**config.mk**
```make
export PLATFORM = sky130hd
export DESIGN_NAME = seg_scan_scheduler
export DESIGN_NICKNAME = d
export VERILOG_FILES = /design/src/rtl/seg_scan_scheduler.sv
export SDC_FILE = /design/constraint.sdc
export NUM_CORES = 1
export LEC_CHECK = 0
export CAP_MARGIN = 20
export CELL_PAD_IN_SITES_DETAIL_PLACEMENT = 0
export CELL_PAD_IN_SITES_GLOBAL_PLACEMENT = 2
export CORE_MARGIN = 5
export CORE_UTILIZATION = 41
export CTS_BUF_LIST = sky130_fd_sc_hd__clkbuf_4 sky130_fd_sc_hd__clkbuf_8 sky130_fd_sc_hd__clkbuf_16
export DETAILED_ROUTE_END_ITERATION = 12
export PLACE_DENSITY = 0.82
export SLEW_MARGIN = 20
export SYNTH_ARGS = -nofsm -noshare
export SYNTH_HDL_FRONTEND = slang
export SYNTH_SLANG_ARGS = --single-unit
```
**constraint.sdc**
```tcl
create_clock -name i_Clk -period 7.55 [get_ports i_Clk]
set_input_delay 1.1325 -clock i_Clk [delete_from_list [all_inputs] [get_ports i_Clk]]
set_output_delay 1.1325 -clock i_Clk [all_outputs]
set_load 0.01 [all_outputs]
```
**src/rtl/seg_scan_scheduler.sv**
```systemverilog
// Multiplexed 7-segment scan scheduler: time-slices up to eight digits with
// inter-digit blanking and a fixed-length slot whose lit fraction follows brightness.
module seg_scan_scheduler #(
    parameter int SLICE_CLKS = 6250,
    parameter int BLANK_CLKS = 64
) (
    input  logic       i_Clk,
    input  logic       i_Rst_n,
    input  logic       i_Wr_En,
    input  logic [2:0] i_Wr_Addr,
    input  logic [6:0] i_Wr_Data,
    input  logic [7:0] i_Digit_Mask,
    input  logic [3:0] i_Brightness,
    output logic [6:0] o_Segment_Display,
    output logic [7:0] o_Segment_En,
    output logic       o_Frame_Done
);

    localparam int SLOT_CLKS = BLANK_CLKS + 16 * SLICE_CLKS;
    localparam int CW        = $clog2(SLOT_CLKS + 1);

    typedef enum logic [1:0] {
        ST_IDLE  = 2'd0,
        ST_BLANK = 2'd1,
        ST_ON    = 2'd2,
        ST_OFF   = 2'd3
    } state_t;

    state_t          state_r;
    logic [2:0]      cur_r;
    logic [CW-1:0]   cnt_r;
    logic [3:0]      bl_r;
    logic [6:0]      pat_r;
    logic [6:0]      buf_r [0:7];

    logic            blank_last_s;
    logic            on_last_s;
    logic            off_last_s;
    logic            slot_end_s;
    logic [2:0]      next_s;
    logic [2:0]      lowest_s;
    logic [6:0]      latch_pat_s;

    // Next set mask bit strictly above cur, wrapping; cur itself only if it is the sole set bit.
    function automatic logic [2:0] next_digit(input logic [7:0] mask, input logic [2:0] cur);
        logic [2:0] idx;
        logic [2:0] res;
        res = cur;
        for (int k = 8; k >= 1; k--) begin
            idx = cur + 3'(k);
            if (mask[idx]) begin
                res = idx;
            end else begin
                res = res;
            end
        end
        return res;
    endfunction

    function automatic logic [2:0] lowest_digit(input logic [7:0] mask);
        logic [2:0] res;
        res = 3'd0;
        for (int k = 7; k >= 0; k--) begin
            if (mask[k]) begin
                res = 3'(k);
            end else begin
                res = res;
            end
        end
        return res;
    endfunction

    // Phase-end detection and next-digit selection.
    always_comb begin
        blank_last_s = (cnt_r == CW'(BLANK_CLKS - 1));
        on_last_s    = (cnt_r == CW'(SLICE_CLKS * (int'(bl_r) + 1) - 1));
        off_last_s   = (cnt_r == CW'(SLICE_CLKS * (15 - int'(bl_r)) - 1));
        slot_end_s   = ((state_r == ST_ON) && on_last_s && (bl_r == 4'd15)) ||
                       ((state_r == ST_OFF) && off_last_s);
        next_s       = next_digit(i_Digit_Mask, cur_r);
        lowest_s     = lowest_digit(i_Digit_Mask);
    end

    // Write-first view of the current digit's buffer entry for the latch on the last BLANK cycle.
    always_comb begin
        if (i_Wr_En && (i_Wr_Addr == cur_r)) begin
            latch_pat_s = i_Wr_Data;
        end else begin
            latch_pat_s = buf_r[cur_r];
        end
    end

    // Digit buffer storage.
    always_ff @(posedge i_Clk or negedge i_Rst_n) begin
        if (!i_Rst_n) begin
            for (int i = 0; i < 8; i++) begin
                buf_r[i] <= 7'h7F;
            end
        end else if (i_Wr_En) begin
            buf_r[i_Wr_Addr] <= i_Wr_Data;
        end
    end

    // Scan FSM with registered display outputs.
    always_ff @(posedge i_Clk or negedge i_Rst_n) begin
        if (!i_Rst_n) begin
            state_r           <= ST_IDLE;
            cur_r             <= 3'd0;
            cnt_r             <= '0;
            bl_r              <= 4'd0;
            pat_r             <= 7'h7F;
            o_Segment_En      <= 8'hFF;
            o_Segment_Display <= 7'h7F;
            o_Frame_Done      <= 1'b0;
        end else begin
            o_Frame_Done <= 1'b0;
            if (slot_end_s) begin
                // Slot boundary: mask is sampled only here so the running slot is never resized.
                cnt_r             <= '0;
                o_Segment_En      <= 8'hFF;
                o_Segment_Display <= 7'h7F;
                if (i_Digit_Mask == 8'h00) begin
                    state_r <= ST_IDLE;
                end else begin
                    state_r      <= ST_BLANK;
                    cur_r        <= next_s;
                    o_Frame_Done <= (next_s <= cur_r);
                end
            end else begin
                case (state_r)
                    ST_IDLE: begin
                        o_Segment_En      <= 8'hFF;
                        o_Segment_Display <= 7'h7F;
                        cnt_r             <= '0;
                        if (i_Digit_Mask != 8'h00) begin
                            state_r <= ST_BLANK;
                            cur_r   <= lowest_s;
                        end else begin
                            state_r <= ST_IDLE;
                        end
                    end
                    ST_BLANK: begin
                        if (blank_last_s) begin
                            state_r           <= ST_ON;
                            cnt_r             <= '0;
                            bl_r              <= i_Brightness;
                            pat_r             <= latch_pat_s;
                            o_Segment_En      <= ~(8'b1 << cur_r);
                            o_Segment_Display <= latch_pat_s;
                        end else begin
                            cnt_r <= cnt_r + CW'(1);
                        end
                    end
                    ST_ON: begin
                        if (on_last_s) begin
                            state_r           <= ST_OFF;
                            cnt_r             <= '0;
                            o_Segment_En      <= 8'hFF;
                            o_Segment_Display <= 7'h7F;
                        end else begin
                            cnt_r             <= cnt_r + CW'(1);
                            o_Segment_Display <= pat_r;
                        end
                    end
                    ST_OFF: begin
                        cnt_r <= cnt_r + CW'(1);
                    end
                    default: begin
                        state_r           <= ST_IDLE;
                        cnt_r             <= '0;
                        o_Segment_En      <= 8'hFF;
                        o_Segment_Display <= 7'h7F;
                    end
                endcase
            end
        end
    end

endmodule

```
==> impl_metrics.json, run 1 <==
{
  "status": "finished, final reports clean",
  "rsz0062_at_grt": "no",
  "dieArea_um2": 24300,
  "overflow": 0,
  "post_cts.resized_instances": 0,
  "wl_per_cell_um": 19.4,
  "use_met3": 0.0233,
  "tightestPinTransition_ns": 0.882,
  "track_usage": 0.184,
  "syn_area_per_cell_um2": 10.2,
  "worst_clock_skew_ns": 0.0111,
  "i_o_pin_total": 41,
  "crit_fanout": 12,
  "clock_sinks": 105,
  "firstDrtPassIters": 6,
  "floorplan.initialDensity": 0.415,
  "cp_slowest_stage_delay_ns": 0.75,
  "design.final.nets": 969,
  "top_usage_layer": "met2",
  "insertion_delay_ns": 0.35,
  "areaGrowthSynthToFinish_pct": 11.2,
  "crit_chain": "ha_1 > xor2_1 > ha_1 > inv_1 > fa_1 > inv_1 > ha_1 > ha_1 > a211oi_1 > a21oi_1 > xnor2_1 > o21ai_1 > or3_1 > or4b_1 > nand3_1 > a31oi_1 > o21bai_1 > mux2_2",
  "synth_seq_area_share": 0.312,
  "place_congestion": 0.866,
  "antenna_violations_before_repair": 0,
  "portBuffers": 40,
  "power.total_w": 0.00140,
  "final-hold-violation-count": 0,
  "multiInputGateArea_um2": 5680,
  "detail_route.vias_per_cell": 5.86,
  "grt_max_degree": 56,
  "switching_share": 0.254,
  "worst_setup_hold_path_clk_slew_ns": 0.09,
  "master_of_the_slowest_instance_on_the_critical_path": "o21bai_1",
  "comb_power_share": 0.127,
  "drv_cap": 0,
  "worst_path_most_repeated_cell": "ha_1",
  "pwr-share-seq": 0.508,
  "period_minus_slack_ns": 6.44,
  "drc": 0,
  "end_kind": "register",
  "path_class": "register to register",
  "ir_worst_vdd_mv": 0.151,
  "power_per_cell_area_nw_per_um2": 144,
  "clock_tree_from_tritoncts": "done",
  "fin_tns_setup_ns": 0,
  "synth.ff_latch_count": 105,
  "drt_iter0_markers": 365,
  "nFillCells": 1946,
  "net-switching-power_w": 0.000355,
  "fmax_mhz": 155,
  "post_cts_buffers": 0,
  "drive_above_1_share": 0.251,
  "number_of_global_route_vias_before_repair": 6870,
  "chipWidth_um": 156,
  "synth-edff-count": 0,
  "gr-usage-met2": 0.305,
  "slew_headroom": 0.411,
  "regArea_um2": 2730,
  "synthesis.nets": 951,
  "count_of_final_setup_violators": 0,
  "wirelength_um": 22400,
  "grt_pass1_wl_um": 36300,
  "layout_worst_path_cycle_share": 0.852,
  "cells_after_synthesis": 858,
  "vias": 6779,
  "ant_nets": 0,
  "ys.flop_type": "dfstp_2",
  "cp_data_required_time_ns": 7.83,
  "post-dp-hpwl_um": 16900,
  "ctsLongestPathBuffers": 2,
  "hold_path.class": "register to register",
  "ctsHtreeMaxLevel": 3,
  "netlist_area_pre_place_um2": 8730,
  "holdBufCountCts": 0,
  "die_h_um": 156,
  "tritoncts.num_buffers": 9,
  "power.internal_w": 0.00104,
  "async_flop_share": 1.00,
  "critical_path.startpoint_type": "register",
  "design.core.area_um2": 21000,
  "leakagePower_nw": 3.87,
  "yosysWarningCount": 0,
  "placementRows": 53,
  "clock_power_share": 0.365,
  "buffer_cell_driving_the_clock_tree_root": "clkbuf_16",
  "synth.distinct_cells": 90,
  "cp.arrival_ns": 6.71,
  "met1_usage": 0.263,
  "slew_violations": 0,
  "diodes": 0
}
kinds of logic after synthesis:
logic type	Yosys count	share of synthesized area
AND/OR/NAND/NOR	247	0.153
AO/OA/AOI/OAI	172	0.142
multiplexers	119	0.184
flip-flops	105	0.312
buffers and inverters	81	0.0368
adder cells (fa/ha/maj)	69	0.101
XOR/XNOR	65	0.0713
worst paths after layout:
check,from,endpoint,slack (ns),cells after the start
setup / recovery,bl_r[1]$_DFFE_PN0P_,o_Segment_En[5]$_DFFE_PN1P_,1.11,18
hold / removal,o_Segment_Display[0]$_DFFE_PN1P_,o_Segment_Display[0]$_DFFE_PN1P_,0.60,2
setup reg to reg,bl_r[1]$_DFFE_PN0P_,o_Segment_En[5]$_DFFE_PN1P_,1.11,18
hold reg to reg,o_Segment_Display[0]$_DFFE_PN1P_,o_Segment_Display[0]$_DFFE_PN1P_,0.60,2
max in group asynchronous,i_Rst_n,state_r[1]$_DFFE_PN0P_,5.62,2
min in group asynchronous,i_Rst_n,o_Frame_Done$_DFF_PN0_,0.82,1
sequential cells by signal (all words and copies together), names as in the netlist, 2 cells and up:
register,count
buf_r,56
o_Segment_En,8
cur_r,3
bl_r,4
o_Segment_Display,7
pat_r,7
cnt_r,17
state_r,2
routing by layer:
metal	vias to the layer above	wire (um)
li1	3269	-
met1	3373	10800
met2	126	10700
met3	11	764
met4	0	180
met5	-	0
layout make-up:
| class | count | share of cell area |
|---|---|---|
| repair buffers | 51 | 0.0495 |
| clock inverters | 6 | 0.00877 |
| inverters | 37 | 0.0143 |
| flip-flops and latches | 105 | 0.281 |
| multi-input cells | 672 | 0.585 |
| clock buffers | 10 | 0.0258 |
| well taps | 275 | 0.0355 |
Yosys cell counts, drive strengths merged (9+ instances only):
master	instances	share of area
o21ai	25	0.014
inv	36	0.015
o22ai	10	0.0072
a21oi	29	0.017
xor2	24	0.025
dfrtp	27	0.077
nand3	25	0.014
a211oi	16	0.014
mux4	22	0.057
mux2	78	0.10
o211ai	11	0.011
and3	19	0.014
mux2i	19	0.022
nor3	22	0.013
nand2	36	0.015
a21o	15	0.013
xnor2	38	0.038
ha	65	0.093
nor4	9	0.0065
clkbuf	33	0.014
buf	11	0.0067
nand4	18	0.013
nor2	56	0.024
dfstp	78	0.23
power groups by stage:
stage | Combinational, W | Clock (W) | Sequential [W]
detailed placement | 0.000179 | 0 | 0.000719
CTS | 0.000180 | 0.000521 | 0.000710
floorplan | 0.000124 | 0 | 0.000704
finish | 0.000178 | 0.000509 | 0.000709
global placement | 0.000171 | 0 | 0.000710
global route | 0.000195 | 0.000545 | 0.000716
stage by stage:
stage | hold WS (ns) | cell area [um^2] | setup WS (ns) | std cells | utilization
after floorplan | 0.484 | 8730 | 1.90 | 858 | -
after global placement | 0.588 | 9370 | 1.38 | 1140 | 0.446
after detailed placement | 0.578 | 9370 | 1.21 | 1140 | 0.446
after CTS | 0.593 | 9700 | 1.18 | 1156 | 0.462
after global routing | 0.620 | 9700 | 0.567 | 1156 | 0.462
final | 0.600 | 9700 | 1.11 | 1156 | 0.462
cells in the final DEF, fill, tap and decap left out, drive strengths merged, types with 9 or more instances in the layout:
cell type,count
mux4,22
a21oi,29
mux2i,19
nand4,18
xor2,24
inv,40
o211ai,11
mux2,78
and3,19
nor3,22
clkbuf,10
dfrtp,27
xnor2,38
o21ai,25
nor2,56
nor4,9
o22ai,10
nand3,25
a21o,15
a211oi,16
ha,65
clkdlybuf4s50,39
nand2,36
dfstp,78
buf,12
critical path, delay by kind of cell (launching register included):
kind | cells | cell delay [ns]
AOI/OAI and AO/OA | 5 | 1.56
adders and majority gates | 5 | 1.75
buffers and inverters | 2 | 0.11
and+or+nand+nor | 3 | 1.16
xor gates and xnor gates | 2 | 0.88
DFF | 1 | 0.48
muxes | 1 | 0.42
Note: power is estimated with default switching activity, not from simulation.
==> run 2, diff against run 1 <==
HOLD_SLACK_MARGIN = 0.08   (was default)
==> results of run 2 <==
The final DEF is identical to that of run 1; final timing and power are the same.
==> run 3, diff against run 2 <==
RECOVER_POWER = 50   (was default)
==> impl_metrics.json, run 3 (synthesis results as in run 1) <==
{
  "floorplan.initialDensity": 0.415,
  "count_of_final_setup_violators": 0,
  "critical_path.startpoint_type": "register",
  "placementRows": 53,
  "crit_fanout": 12,
  "largest_register": "buf_r",
  "use_met3": 0.0233,
  "clock_tree_from_tritoncts": "done",
  "post_cts.resized_instances": 0,
  "grt_pass1_wl_um": 36300,
  "grt_max_degree": 56,
  "number_of_global_route_vias_before_repair": 6870,
  "cp_data_required_time_ns": 7.83,
  "failing_checks": "max-capacitance violations, max-slew violations",
  "status": "finished with violations",
  "detail_route.vias_per_cell": 5.87,
  "clock_sinks": 105,
  "dieArea_um2": 24300,
  "ctsLongestPathBuffers": 2,
  "ant_nets": 0,
  "reg.largest.list": "buf_r (56), cnt_r (17), o_Segment_En (8)",
  "insertion_delay_ns": 0.35,
  "crit_chain": "ha_1 > xor2_1 > ha_1 > inv_1 > fa_1 > inv_1 > ha_1 > ha_1 > a211oi_1 > a21oi_1 > xnor2_1 > o21ai_1 > or3_1 > or4b_1 > nand3_1 > a31oi_1 > o21bai_1 > mux2_2",
  "drt_iter0_markers": 363,
  "fin_tns_setup_ns": 0,
  "slew_headroom": -0.938,
  "buffer_cell_driving_the_clock_tree_root": "clkbuf_16",
  "slew_violations": 108,
  "worst_path_most_repeated_cell": "ha_1",
  "firstDrtPassIters": 6,
  "mostFrequentLayoutCell": "dfstp_2",
  "placement.setup.worst_slack_ns": 1.21,
  "leakagePower_nw": 3.87,
  "power.total_w": 0.00139,
  "wl_per_cell_um": 19.4,
  "cp.arrival_ns": 6.71,
  "tritoncts.num_buffers": 9,
  "chipWidth_um": 156,
  "count_of_non_filler_cells_in_the_finished_layout": 1156,
  "worst_setup_hold_path_clk_slew_ns": 0.09,
  "place_congestion": 0.866,
  "final.setup.worst_slack_ns": 1.11,
  "design.core.area_um2": 21000,
  "largest_reg_flops": 56,
  "vias": 6786,
  "rsz0062_at_grt": "no",
  "tightestPinTransition_ns": 2.91,
  "die_h_um": 156,
  "met1_usage": 0.263,
  "overflow": 0,
  "antenna_violations_before_repair": 0,
  "track_usage": 0.184,
  "design.final.nets": 969,
  "fmax_mhz": 155,
  "master_of_the_slowest_instance_on_the_critical_path": "o21bai_1",
  "post_cts_buffers": 0,
  "ir_worst_vdd_mv": 0.151,
  "ctsHtreeMaxLevel": 3,
  "drv_cap": 2,
  "fin_hold_ws_ns": 0.600,
  "drive_above_1_share": 0.247,
  "diodes": 0,
  "areaGrowthSynthToFinish_pct": 11.1,
  "drc": 0,
  "top_usage_layer": "met2",
  "path_class": "register to register",
  "layout_common_cells": "dfstp_2, ha_1, mux2_2",
  "layout_worst_path_cycle_share": 0.852,
  "worst_clock_skew_ns": 0.0111,
  "final-hold-violation-count": 0,
  "period_minus_slack_ns": 6.44,
  "post-dp-hpwl_um": 16900,
  "cp_slowest_stage_delay_ns": 0.75,
  "portBuffers": 40,
  "hold_path.class": "register to register",
  "i_o_pin_total": 41,
  "end_kind": "register",
  "gr-usage-met2": 0.305,
  "wirelength_um": 22400,
  "cell_count_post_placement": 1140,
  "holdBufCountCts": 0,
  "power_per_cell_area_nw_per_um2": 144
}
[run 3: path summary, 6_finish.rpt]
| path | startpoint | endpoint | slack (ns) | cells after the start |
|---|---|---|---|---|
| max | bl_r[1]$_DFFE_PN0P_ | o_Segment_En[5]$_DFFE_PN1P_ | 1.11 | 18 |
| min | o_Segment_Display[0]$_DFFE_PN1P_ | o_Segment_Display[0]$_DFFE_PN1P_ | 0.60 | 2 |
| max reg2reg | bl_r[1]$_DFFE_PN0P_ | o_Segment_En[5]$_DFFE_PN1P_ | 1.11 | 18 |
| min reg2reg | o_Segment_Display[0]$_DFFE_PN1P_ | o_Segment_Display[0]$_DFFE_PN1P_ | 0.60 | 2 |
| max in group asynchronous | i_Rst_n | state_r[1]$_DFFE_PN0P_ | 2.22 | 2 |
| min in group asynchronous | i_Rst_n | o_Frame_Done$_DFF_PN0_ | 1.73 | 1 |
[run 3: layout make-up]
class,count,area [um^2]
clock buffer,10,250
clock inverter,6,85.1
fill,1948,11300
inverter,37,139
multi-input combinational,672,5680
sequential,105,2730
tap,275,344
timing repair buffer,51,469
[run 3: routing by layer]
metal / wire length (um) / part of all wire
met2: 10700 / 0.48
met3: 785 / 0.035
met1: 10700 / 0.48
met5: 0 / 0
met4: 180 / 0.0080
[run 3: power breakdown]
part           total [W]  switching [W]  internal, W
logic           0.000177      0.0000755     0.000101
registers       0.000709      0.0000326     0.000676
clock network   0.000509       0.000247     0.000262
total            0.00139       0.000355      0.00104
[run 3: through the flow]
step                utilization  cell area, um^2
floorplan                     -             8730
global placement          0.446             9370
detailed placement        0.446             9370
CTS                       0.462             9700
global route              0.461             9690
finish                    0.461             9690
[run 3: worst max-delay path, delay by kind of cell, from the launching register on]
kind            cells  cell delay, ns
compound gates      5            1.56
simple gates        3            1.16
buf+inv             2            0.11
xor+xnor            2            0.88
mux                 1            0.42
flops               1            0.48
fa+ha+maj           5            1.75
